===== config.mk =====
export PLATFORM = sky130hd
export DESIGN_NAME = clk_rst_seq
export DESIGN_NICKNAME = d
export VERILOG_FILES = /design/src/rtl/clk_rst_seq.sv
export SDC_FILE = /design/constraint.sdc
export NUM_CORES = 1
export LEC_CHECK = 0
export CELL_PAD_IN_SITES_DETAIL_PLACEMENT = 0
export CELL_PAD_IN_SITES_GLOBAL_PLACEMENT = 1
export CORE_MARGIN = 5
export CORE_UTILIZATION = 30
export DETAILED_ROUTE_END_ITERATION = 8
export PLACE_DENSITY = 0.64
export SETUP_SLACK_MARGIN = 0.3
export SYNTH_ARGS = -nofsm -noshare
export SYNTH_HDL_FRONTEND = slang
export SYNTH_SLANG_ARGS = --single-unit

===== constraint.sdc =====
create_clock -name i_clk_ref -period 2.26 [get_ports i_clk_ref]
set_clock_uncertainty 0.2 [all_clocks]
set_input_delay 0.452 -clock i_clk_ref [delete_from_list [all_inputs] [get_ports i_clk_ref]]
set_output_delay 0.452 -clock i_clk_ref [all_outputs]
set_load 0.01 [all_outputs]

===== src/rtl/clk_rst_seq.sv =====
// clk_rst_seq: PLL bring-up sequencer and chip reset supervisor.
// Runs on the raw reference clock and holds the PLL in reset for a fixed window.
// It waits for lock with a timeout and retries a bounded number of times.
// Lock must stay stable for a qualification window before chip reset is released.
// Lock loss while running, and retry exhaustion, are reported with sticky flags.
//
// Interface notes:
//  - i_reset asserts asynchronously. It is expected to be released synchronously
//    to i_clk_ref by the board-level reset logic.
//  - i_locked is asynchronous to i_clk_ref and is passed through a 2-flop
//    synchroniser before the FSM uses it.
//  - i_sw_rst_req is a single-cycle request sampled on i_clk_ref, with no
//    acknowledge. Whenever it is high it takes precedence over every other
//    transition.
//  - Every output is a register that is updated in the same cycle as the state
//    register. o_seq_state therefore always matches the other outputs.
module clk_rst_seq #(
    parameter int PLL_RST_CYCLES = 16,
    parameter int LOCK_TIMEOUT   = 65536,
    parameter int STABLE_CYCLES  = 1024,
    parameter int MAX_RETRY      = 7,
    parameter int CNT_W          = 17,
    parameter int RETRY_W        = 3
) (
    input  logic               i_clk_ref,
    input  logic               i_reset,
    input  logic               i_locked,
    input  logic               i_sw_rst_req,
    output logic               o_pll_areset,
    output logic               o_chip_reset,
    output logic               o_lock_fail,
    output logic               o_lock_lost,
    output logic [RETRY_W-1:0] o_retry_cnt,
    output logic [2:0]         o_seq_state
);

    typedef enum logic [2:0] {
        ST_PLL_RST   = 3'd0,
        ST_WAIT_LOCK = 3'd1,
        ST_STABLE    = 3'd2,
        ST_RUN       = 3'd3,
        ST_FAIL      = 3'd4
    } seq_state_t;

    // Terminal counts. The counter starts at 0 in every state, so the last
    // count of each window is the cycle count minus one.
    localparam logic [CNT_W-1:0]   RST_LAST    = CNT_W'(PLL_RST_CYCLES - 1);
    localparam logic [CNT_W-1:0]   LOCK_LAST   = CNT_W'(LOCK_TIMEOUT - 1);
    localparam logic [CNT_W-1:0]   STABLE_LAST = CNT_W'(STABLE_CYCLES - 1);
    localparam logic [RETRY_W-1:0] RETRY_MAX   = RETRY_W'(MAX_RETRY);

    seq_state_t         r_state;
    logic [CNT_W-1:0]   r_cnt;
    logic [RETRY_W-1:0] r_retry_cnt;
    logic               r_pll_areset;
    logic               r_chip_reset;
    logic               r_lock_fail;
    logic               r_lock_lost;
    logic [1:0]         r_locked_sync;
    logic               w_locked_s;

    assign w_locked_s = r_locked_sync[1];

    // Two-flop synchroniser bringing the PLL lock indication into the clk_ref domain
    always_ff @(posedge i_clk_ref or posedge i_reset) begin
        if (i_reset) begin
            r_locked_sync <= 2'b00;
        end else begin
            r_locked_sync <= {r_locked_sync[0], i_locked};
        end
    end

    // Sequencer FSM with registered outputs; cnt is cleared on every state change
    always_ff @(posedge i_clk_ref or posedge i_reset) begin
        if (i_reset) begin
            r_state      <= ST_PLL_RST;
            r_cnt        <= '0;
            r_retry_cnt  <= '0;
            r_pll_areset <= 1'b1;
            r_chip_reset <= 1'b1;
            r_lock_fail  <= 1'b0;
            r_lock_lost  <= 1'b0;
        end else if (i_sw_rst_req) begin
            // A software restart overrides any timeout or lock loss in the same
            // cycle. It also restarts a PLL reset window that is already running.
            r_state      <= ST_PLL_RST;
            r_cnt        <= '0;
            r_retry_cnt  <= '0;
            r_pll_areset <= 1'b1;
            r_chip_reset <= 1'b1;
            r_lock_fail  <= 1'b0;
            r_lock_lost  <= 1'b0;
        end else begin
            case (r_state)
                ST_PLL_RST: begin
                    if (r_cnt == RST_LAST) begin
                        r_state      <= ST_WAIT_LOCK;
                        r_cnt        <= '0;
                        r_pll_areset <= 1'b0;
                    end else begin
                        r_cnt <= r_cnt + 1'b1;
                    end
                end
                ST_WAIT_LOCK: begin
                    if (w_locked_s) begin
                        // If lock arrives on the timeout cycle, lock wins.
                        r_state <= ST_STABLE;
                        r_cnt   <= '0;
                    end else if (r_cnt == LOCK_LAST) begin
                        r_cnt        <= '0;
                        r_pll_areset <= 1'b1;
                        if (r_retry_cnt < RETRY_MAX) begin
                            r_state     <= ST_PLL_RST;
                            r_retry_cnt <= r_retry_cnt + 1'b1;
                        end else begin
                            r_state     <= ST_FAIL;
                            r_lock_fail <= 1'b1;
                        end
                    end else begin
                        r_cnt <= r_cnt + 1'b1;
                    end
                end
                ST_STABLE: begin
                    if (!w_locked_s) begin
                        // A lock glitch opens a fresh timeout window. No retry is consumed.
                        r_state <= ST_WAIT_LOCK;
                        r_cnt   <= '0;
                    end else if (r_cnt == STABLE_LAST) begin
                        r_state      <= ST_RUN;
                        r_cnt        <= '0;
                        r_retry_cnt  <= '0;
                        r_chip_reset <= 1'b0;
                    end else begin
                        r_cnt <= r_cnt + 1'b1;
                    end
                end
                ST_RUN: begin
                    if (!w_locked_s) begin
                        r_state      <= ST_PLL_RST;
                        r_cnt        <= '0;
                        r_pll_areset <= 1'b1;
                        r_chip_reset <= 1'b1;
                        r_lock_lost  <= 1'b1;
                    end
                end
                ST_FAIL: begin
                    // Parked with the PLL held in reset until reset or sw_rst_req.
                    r_cnt        <= '0;
                    r_pll_areset <= 1'b1;
                    r_chip_reset <= 1'b1;
                    r_lock_fail  <= 1'b1;
                end
                default: begin
                    // An unused state code falls back to a full bring-up.
                    r_state      <= ST_PLL_RST;
                    r_cnt        <= '0;
                    r_pll_areset <= 1'b1;
                    r_chip_reset <= 1'b1;
                end
            endcase
        end
    end

    assign o_pll_areset = r_pll_areset;
    assign o_chip_reset = r_chip_reset;
    assign o_lock_fail  = r_lock_fail;
    assign o_lock_lost  = r_lock_lost;
    assign o_retry_cnt  = r_retry_cnt;
    assign o_seq_state  = r_state;

endmodule


==> flow_metrics.tcl, run 1 <==
set metrics [dict create \
    synth_top_area_cell "dfrtp_1" \
    root_buffer "clkbuf_8" \
    overflow 0 \
    grt_pass1_wl_mm 7.04 \
    grt_max_degree 30 \
    setup_violations 13 \
    netlist_instances 172 \
    seqPwrFrac_pct 46.1 \
    numCtsBuffers 5 \
    ys_ff_latch 29 \
    finalMaxSlewViolations 0 \
    synthArstFlopShare_pct 100 \
    diodes 0 \
    core-area_mm2 0.00514 \
    tightest_slew_ns 0.392 \
    final_cell_mix "buf_4, dfrtp_1, nor2_1, nand2_1, nand3_1" \
    rows 26 \
    hp-class "register to register" \
    route.detailed.drc 0 \
    syn_area_mm2 0.00160 \
    timing.hold.ws_ns 0.148 \
    post_drt_via_cell_ratio 4.87 \
    gp_congestion 0.779 \
    clock_power_share_pct 34.6 \
    cts_hold_buf 0 \
    cts_tree "done" \
    ir_drop_v 0.000292 \
    crit_fanout 7 \
    ys_types 42 \
    stdcell_area_mm2 0.00230 \
    io_buffers 13 \
    grt_usage_pct 12.6 \
    timing.fmax_mhz 429 \
    swShare_pct 27.6 \
    slowest_delay_ns 0.52 \
    htree_num_levels 2 \
    slowest_stage "or4_1" \
    cp-start-kind "register" \
    dpl-instance-area_mm2 0.00207 \
    die-height_um 83.0 \
    cts.path.max_buffers 2 \
    intPower_w 0.000935 \
    area_growth_pct 44.0 \
    ys_top_cells_by_area "dfrtp_1, nor2_1, xor2_1" \
    arrival_ns 2.29 \
    power.net_switching_w 0.000356 \
    synth-edff-count 0 \
    io_pins 14 \
    ys_seq_area_share_pct 45.6 \
    fin_util_pct 44.7 \
    rsz0062_at_grt "true" \
    fin_crit_sh_pct 103 \
    synth_warnings 0 \
    comb_power_share_pct 19.3 \
    crit_type "register to register" \
    drv_cap 0 \
    synth_flop_cell "dfrtp_1" \
    dieArea_mm2 0.00688 \
    via_count 1441 \
    critPathBufInv 0 \
    cts_sinks 29 \
    insertion_delay_ns 0.28 \
    drt_iter0_drc 59 \
    hpwl_mm 2.87 \
    failed_checks "setup timing" \
    grt_pass1_vias 1498 \
    cp_top_family "simple AND/OR/NAND/NOR gates" \
    synth_nets 180 \
    path_cells "or4_1 > or4_4 > o21ai_4 > o211ai_4 > a21oi_4 > nor2_1" \
    ant_nets 0 \
    relSlewSlack_pct 73.9 \
    die_w_um 83.0 \
    dr.pass1.iters 4 \
    drive_gt1_share_pct 32.3 \
    nNetsFinal 233 \
    wl_per_cell_um 13.9 \
    wirelength_mm 4.10 \
    clk_pin_slew_ns 0.06 \
    p_leak_nw 1.03 \
    crit_required_ns 2.22 \
    power_density_mw_per_mm2 562 \
    yosys.area.top_type_share_pct 42.3 \
    layout_commonest_cell "buf_4" \
    initial_core_util_pct 31.1 \
    syn_area_per_cell_um2 9.28 \
    antenna_found_initial 0 \
    hold_violations 0 \
    cp-end-kind "register" \
    status "finished with violations" \
    fin_crit_ns 2.33 \
    setup_slack_ns -0.0688 \
]
-- what timing repair did --
item,CTS,global route
pin swaps,8,16
buffers inserted,4,1
gates cloned,1,0
resized for setup,21,7
endpoints found under the hold margin,0,0
endpoints found under the setup margin,30,27
-- worst paths after layout --
path | start | endpoint | slack [ns] | cells after the start
max | r_cnt[5] | r_cnt[9] | -0.07 | 6
min in group asynchronous | i_reset | o_retry_cnt[1] | 0.35 | 3
min reg2reg | r_locked_sync[0] | r_locked_sync[1] | 0.15 | 0
min | r_locked_sync[0] | r_locked_sync[1] | 0.15 | 0
max reg2reg | r_cnt[5] | r_cnt[9] | -0.07 | 6
max in group asynchronous | i_reset | o_pll_areset | 1.19 | 3
-- sequential cells by signal (all words and copies together), names as in the netlist --
signal / flops
o_chip_reset: 1
o_lock_fail: 1
o_lock_lost: 1
o_pll_areset: 1
o_retry_cnt: 3
o_seq_state: 3
r_cnt: 17
r_locked_sync: 2
-- cells in the mapped netlist (all sizes together) (4+ instances only) --
cell    instances
dfrtp          27
nor2           23
nand2          16
nand3          12
inv             9
xor2            9
nor2b           7
clkbuf          6
nor3            6
o21ai           6
a21oi           4
ha              4
nor4            4
-- cell type report --
| class | count | area [um2] |
|---|---|---|
| repair buffers | 51 | 420 |
| well taps | 70 | 87.6 |
| inverters | 9 | 33.8 |
| clock buffers | 8 | 90.1 |
| flip-flops and latches | 29 | 729 |
| fillers | 533 | 2840 |
| multi-input cells | 129 | 937 |
-- routing by layer --
layer	track usage (%)	part of all wire [%]	up-vias
li1	-	-	709
met2	20.8	51	30
met1	15.3	43	695
met4	5.79	1.7	0
met5	0	0	-
met3	3.17	4.4	7
-- worst register-to-register path, delay by kind of cell, from the launching register on --
family	cells	cell delay [ns]
AND/OR/NAND/NOR	3	1.04
AO/OA/AOI/OAI	3	0.60
flip-flops	1	0.37
-- power by group through the flow --
stage,sequential (W),clock (W),combinational [W]
floorplan,0.000609,0,0.000116
global placement,0.000600,0,0.000230
detailed placement,0.000603,0,0.000234
CTS,0.000594,0.000462,0.000248
global route,0.000600,0.000476,0.000277
finish,0.000595,0.000447,0.000250
-- per-stage QoR --
stage	TNS, ns	setup slack (ns)	instances	total power, W
global placement	-0.842	-0.101	282	0.000830
floorplan	-0.0625	-0.0399	172	0.000725
global route	-2.73	-0.184	296	0.00135
CTS	-0.897	-0.0945	295	0.00130
finish	-0.594	-0.0688	296	0.00129
detailed placement	-1.44	-0.114	282	0.000837
-- logic make-up (layout without fill, tap and decap cells) --
kind of cell	count (synthesis)	in the layout	share of synthesized area, %
AND/OR/NAND/NOR	84	84	26.8
multiplexers	3	3	1.96
buffers and inverters	15	68	3.53
flip-flops	29	29	45.6
adder cells (fa/ha/maj)	4	4	3.13
AO/OA/AOI/OAI	26	27	12.9
XOR/XNOR	11	11	6.03
Note: power is estimated with default switching activity, not from simulation.
==> inputs of run 2 (changes only) <==
--- a/config.mk
+++ b/config.mk
@@ -11,7 +11,7 @@
 export CORE_UTILIZATION = 30
 export DETAILED_ROUTE_END_ITERATION = 8
 export PLACE_DENSITY = 0.64
-export SETUP_SLACK_MARGIN = 0.3
+export SETUP_SLACK_MARGIN = 0.5
 export SYNTH_ARGS = -nofsm -noshare
 export SYNTH_HDL_FRONTEND = slang
 export SYNTH_SLANG_ARGS = --single-unit
==> run 2 against run 1 <==
The run still ends with setup timing left. Maximum frequency shrank 1.0%. Critical path depth grew 3. Critical path type unchanged. Flip-flop and latch count is the same. Register-to-register slack lost 0.02 ns. Utilization grew 1.1 points. Hold slack gained 0.0062 ns. Sequential share of layout area shrank 0.76 points. Clock power shrank 1%. Critical endpoint is now r_cnt[11].
==> flow_metrics.tcl, run 2 (synthesis results as in run 1) <==
set metrics [dict create \
    layout_commonest_cell "buf_4" \
    power.net_switching_w 0.000361 \
    grt_pass1_vias 1523 \
    final_cell_mix "buf_4, dfrtp_1, nor2_1, nand2_1" \
    gp_congestion 0.776 \
    crit_required_ns 2.23 \
    antenna_found_initial 0 \
    die_w_um 83.0 \
    cp-start-kind "register" \
    largest_register_ff_count 17 \
    grt_max_degree 30 \
    cts_hold_buf 0 \
    ir_drop_v 0.000223 \
    io_buffers 13 \
    fin_total_pwr_w 0.00131 \
    cts_sinks 29 \
    comb_power_share_pct 21.8 \
    hold_violations 0 \
    dr_wl_met3_um 187 \
    grt_usage_pct 12.1 \
    drv_cap 0 \
    area_growth_pct 47.5 \
    crit_fanout 7 \
    setup_slack_ns -0.0928 \
    numCtsBuffers 5 \
    clock_power_share_pct 33.7 \
    largest-register "r_cnt" \
    wl_met2_mm 2.05 \
    htree_num_levels 2 \
    timing.fmax_mhz 425 \
    cts.path.max_buffers 2 \
    wl_per_cell_um 13.1 \
    wirelength_mm 3.98 \
    seqPwrFrac_pct 44.5 \
    multi_input_area_um2 931 \
    crit_type "register to register" \
    setup_violations 17 \
    drive_gt1_share_pct 35.0 \
    via_count 1489 \
    clk_pin_slew_ns 0.06 \
    hp-class "register to register" \
    dr.pass1.iters 4 \
    root_buffer "clkbuf_8" \
    fin_crit_ns 2.35 \
    hpwl_mm 2.82 \
    power_density_mw_per_mm2 556 \
    nNetsFinal 241 \
    insertion_delay_ns 0.28 \
    drt_iter0_drc 41 \
    diodes 0 \
    dieArea_mm2 0.00688 \
    p_leak_nw 1.08 \
    relSlewSlack_pct 74.8 \
    status "finished with violations" \
    pre_cts_ws_ns -0.0774 \
    initial_core_util_pct 31.1 \
    finalMaxSlewViolations 0 \
    io_pins 14 \
    die-height_um 83.0 \
    highest_layer "met4" \
    ant_nets 0 \
    swShare_pct 27.6 \
    cp-end-kind "register" \
    grt_pass1_wl_mm 6.85 \
    route.detailed.drc 0 \
    fin_crit_sh_pct 104 \
    wl_met1_mm 1.69 \
    rsz0062_at_grt "true" \
    intPower_w 0.000947 \
    rows 26 \
    post_drt_via_cell_ratio 4.90 \
    cts_tree "done" \
    overflow 0 \
    core-area_mm2 0.00514 \
    final.fill_count 532 \
    final-seq-area_um2 729 \
    tightest_slew_ns 0.377 \
    failed_checks "setup timing" \
    arrival_ns 2.32 \
]
[run 2: metrics by stage]
stage | hold WS, ns | instance area (um2) | setup TNS, ns | instances | util, %
2_1_floorplan | 0.131 | 1630 | -0.0625 | 172 | -
3_3_place_gp | 0.141 | 2080 | -0.366 | 284 | 40.5
3_5_place_dp | 0.140 | 2080 | -0.866 | 284 | 40.5
4_1_cts | 0.162 | 2280 | -0.667 | 302 | 44.4
5_1_grt | 0.178 | 2350 | -3.05 | 304 | 45.8
6_report | 0.154 | 2350 | -1.17 | 304 | 45.8
[run 2: timing repair]
item,CTS,global route
endpoints found under the setup margin,35,27
hold endpoints to repair,0,0
gates resized for setup,28,12
buffers inserted,9,2
gates cloned,1,0
pin swaps,11,12
[run 2: worst max-delay path, cell delays in order (launching register included)]
cell and delay [ns]:
dfrtp_1 0.36, ha_2 0.19, nand3_2 0.07, buf_4 0.14
buf_4 0.13, or4_4 0.49, o21ai_4 0.17, o211ai_4 0.16
a21oi_4 0.26, nor2_1 0.07
[run 2: final cells by class]
cell class	count	area share, %
Multi-Input combinational cell	129	39.5
Sequential cell	29	31.0
Timing Repair Buffer	59	20.5
Clock buffer	8	3.83
Tap cell	70	3.72
Inverter	9	1.43
[run 2: worst paths after layout]
kind / cells past startpoint / end / slack (ns) / startpoint
worst min-delay path: 0 / r_locked_sync[1] / 0.15 / r_locked_sync[0]
min in group asynchronous: 3 / r_cnt[12] / 0.34 / i_reset
max in group asynchronous: 3 / o_chip_reset / 1.21 / i_reset
worst max register to register: 9 / r_cnt[11] / -0.09 / r_cnt[0]
worst max-delay path: 9 / r_cnt[11] / -0.09 / r_cnt[0]
worst min register to register: 0 / r_locked_sync[1] / 0.15 / r_locked_sync[0]
[run 2: routing by layer]
layer / up-vias / GRT usage (%)
met5: - / 0
met3: 7 / 3.96
met4: 0 / 4.46
met1: 732 / 13.6
li1: 721 / -
met2: 29 / 21.3
[run 2: power by group through the flow]
stage	combinational, W	sequential (W)	clock, W
detailed placement	0.000237	0.000604	0
floorplan	0.000116	0.000609	0
CTS	0.000273	0.000582	0.000454
global placement	0.000231	0.000601	0
global route	0.000314	0.000588	0.000482
finish	0.000285	0.000582	0.000441
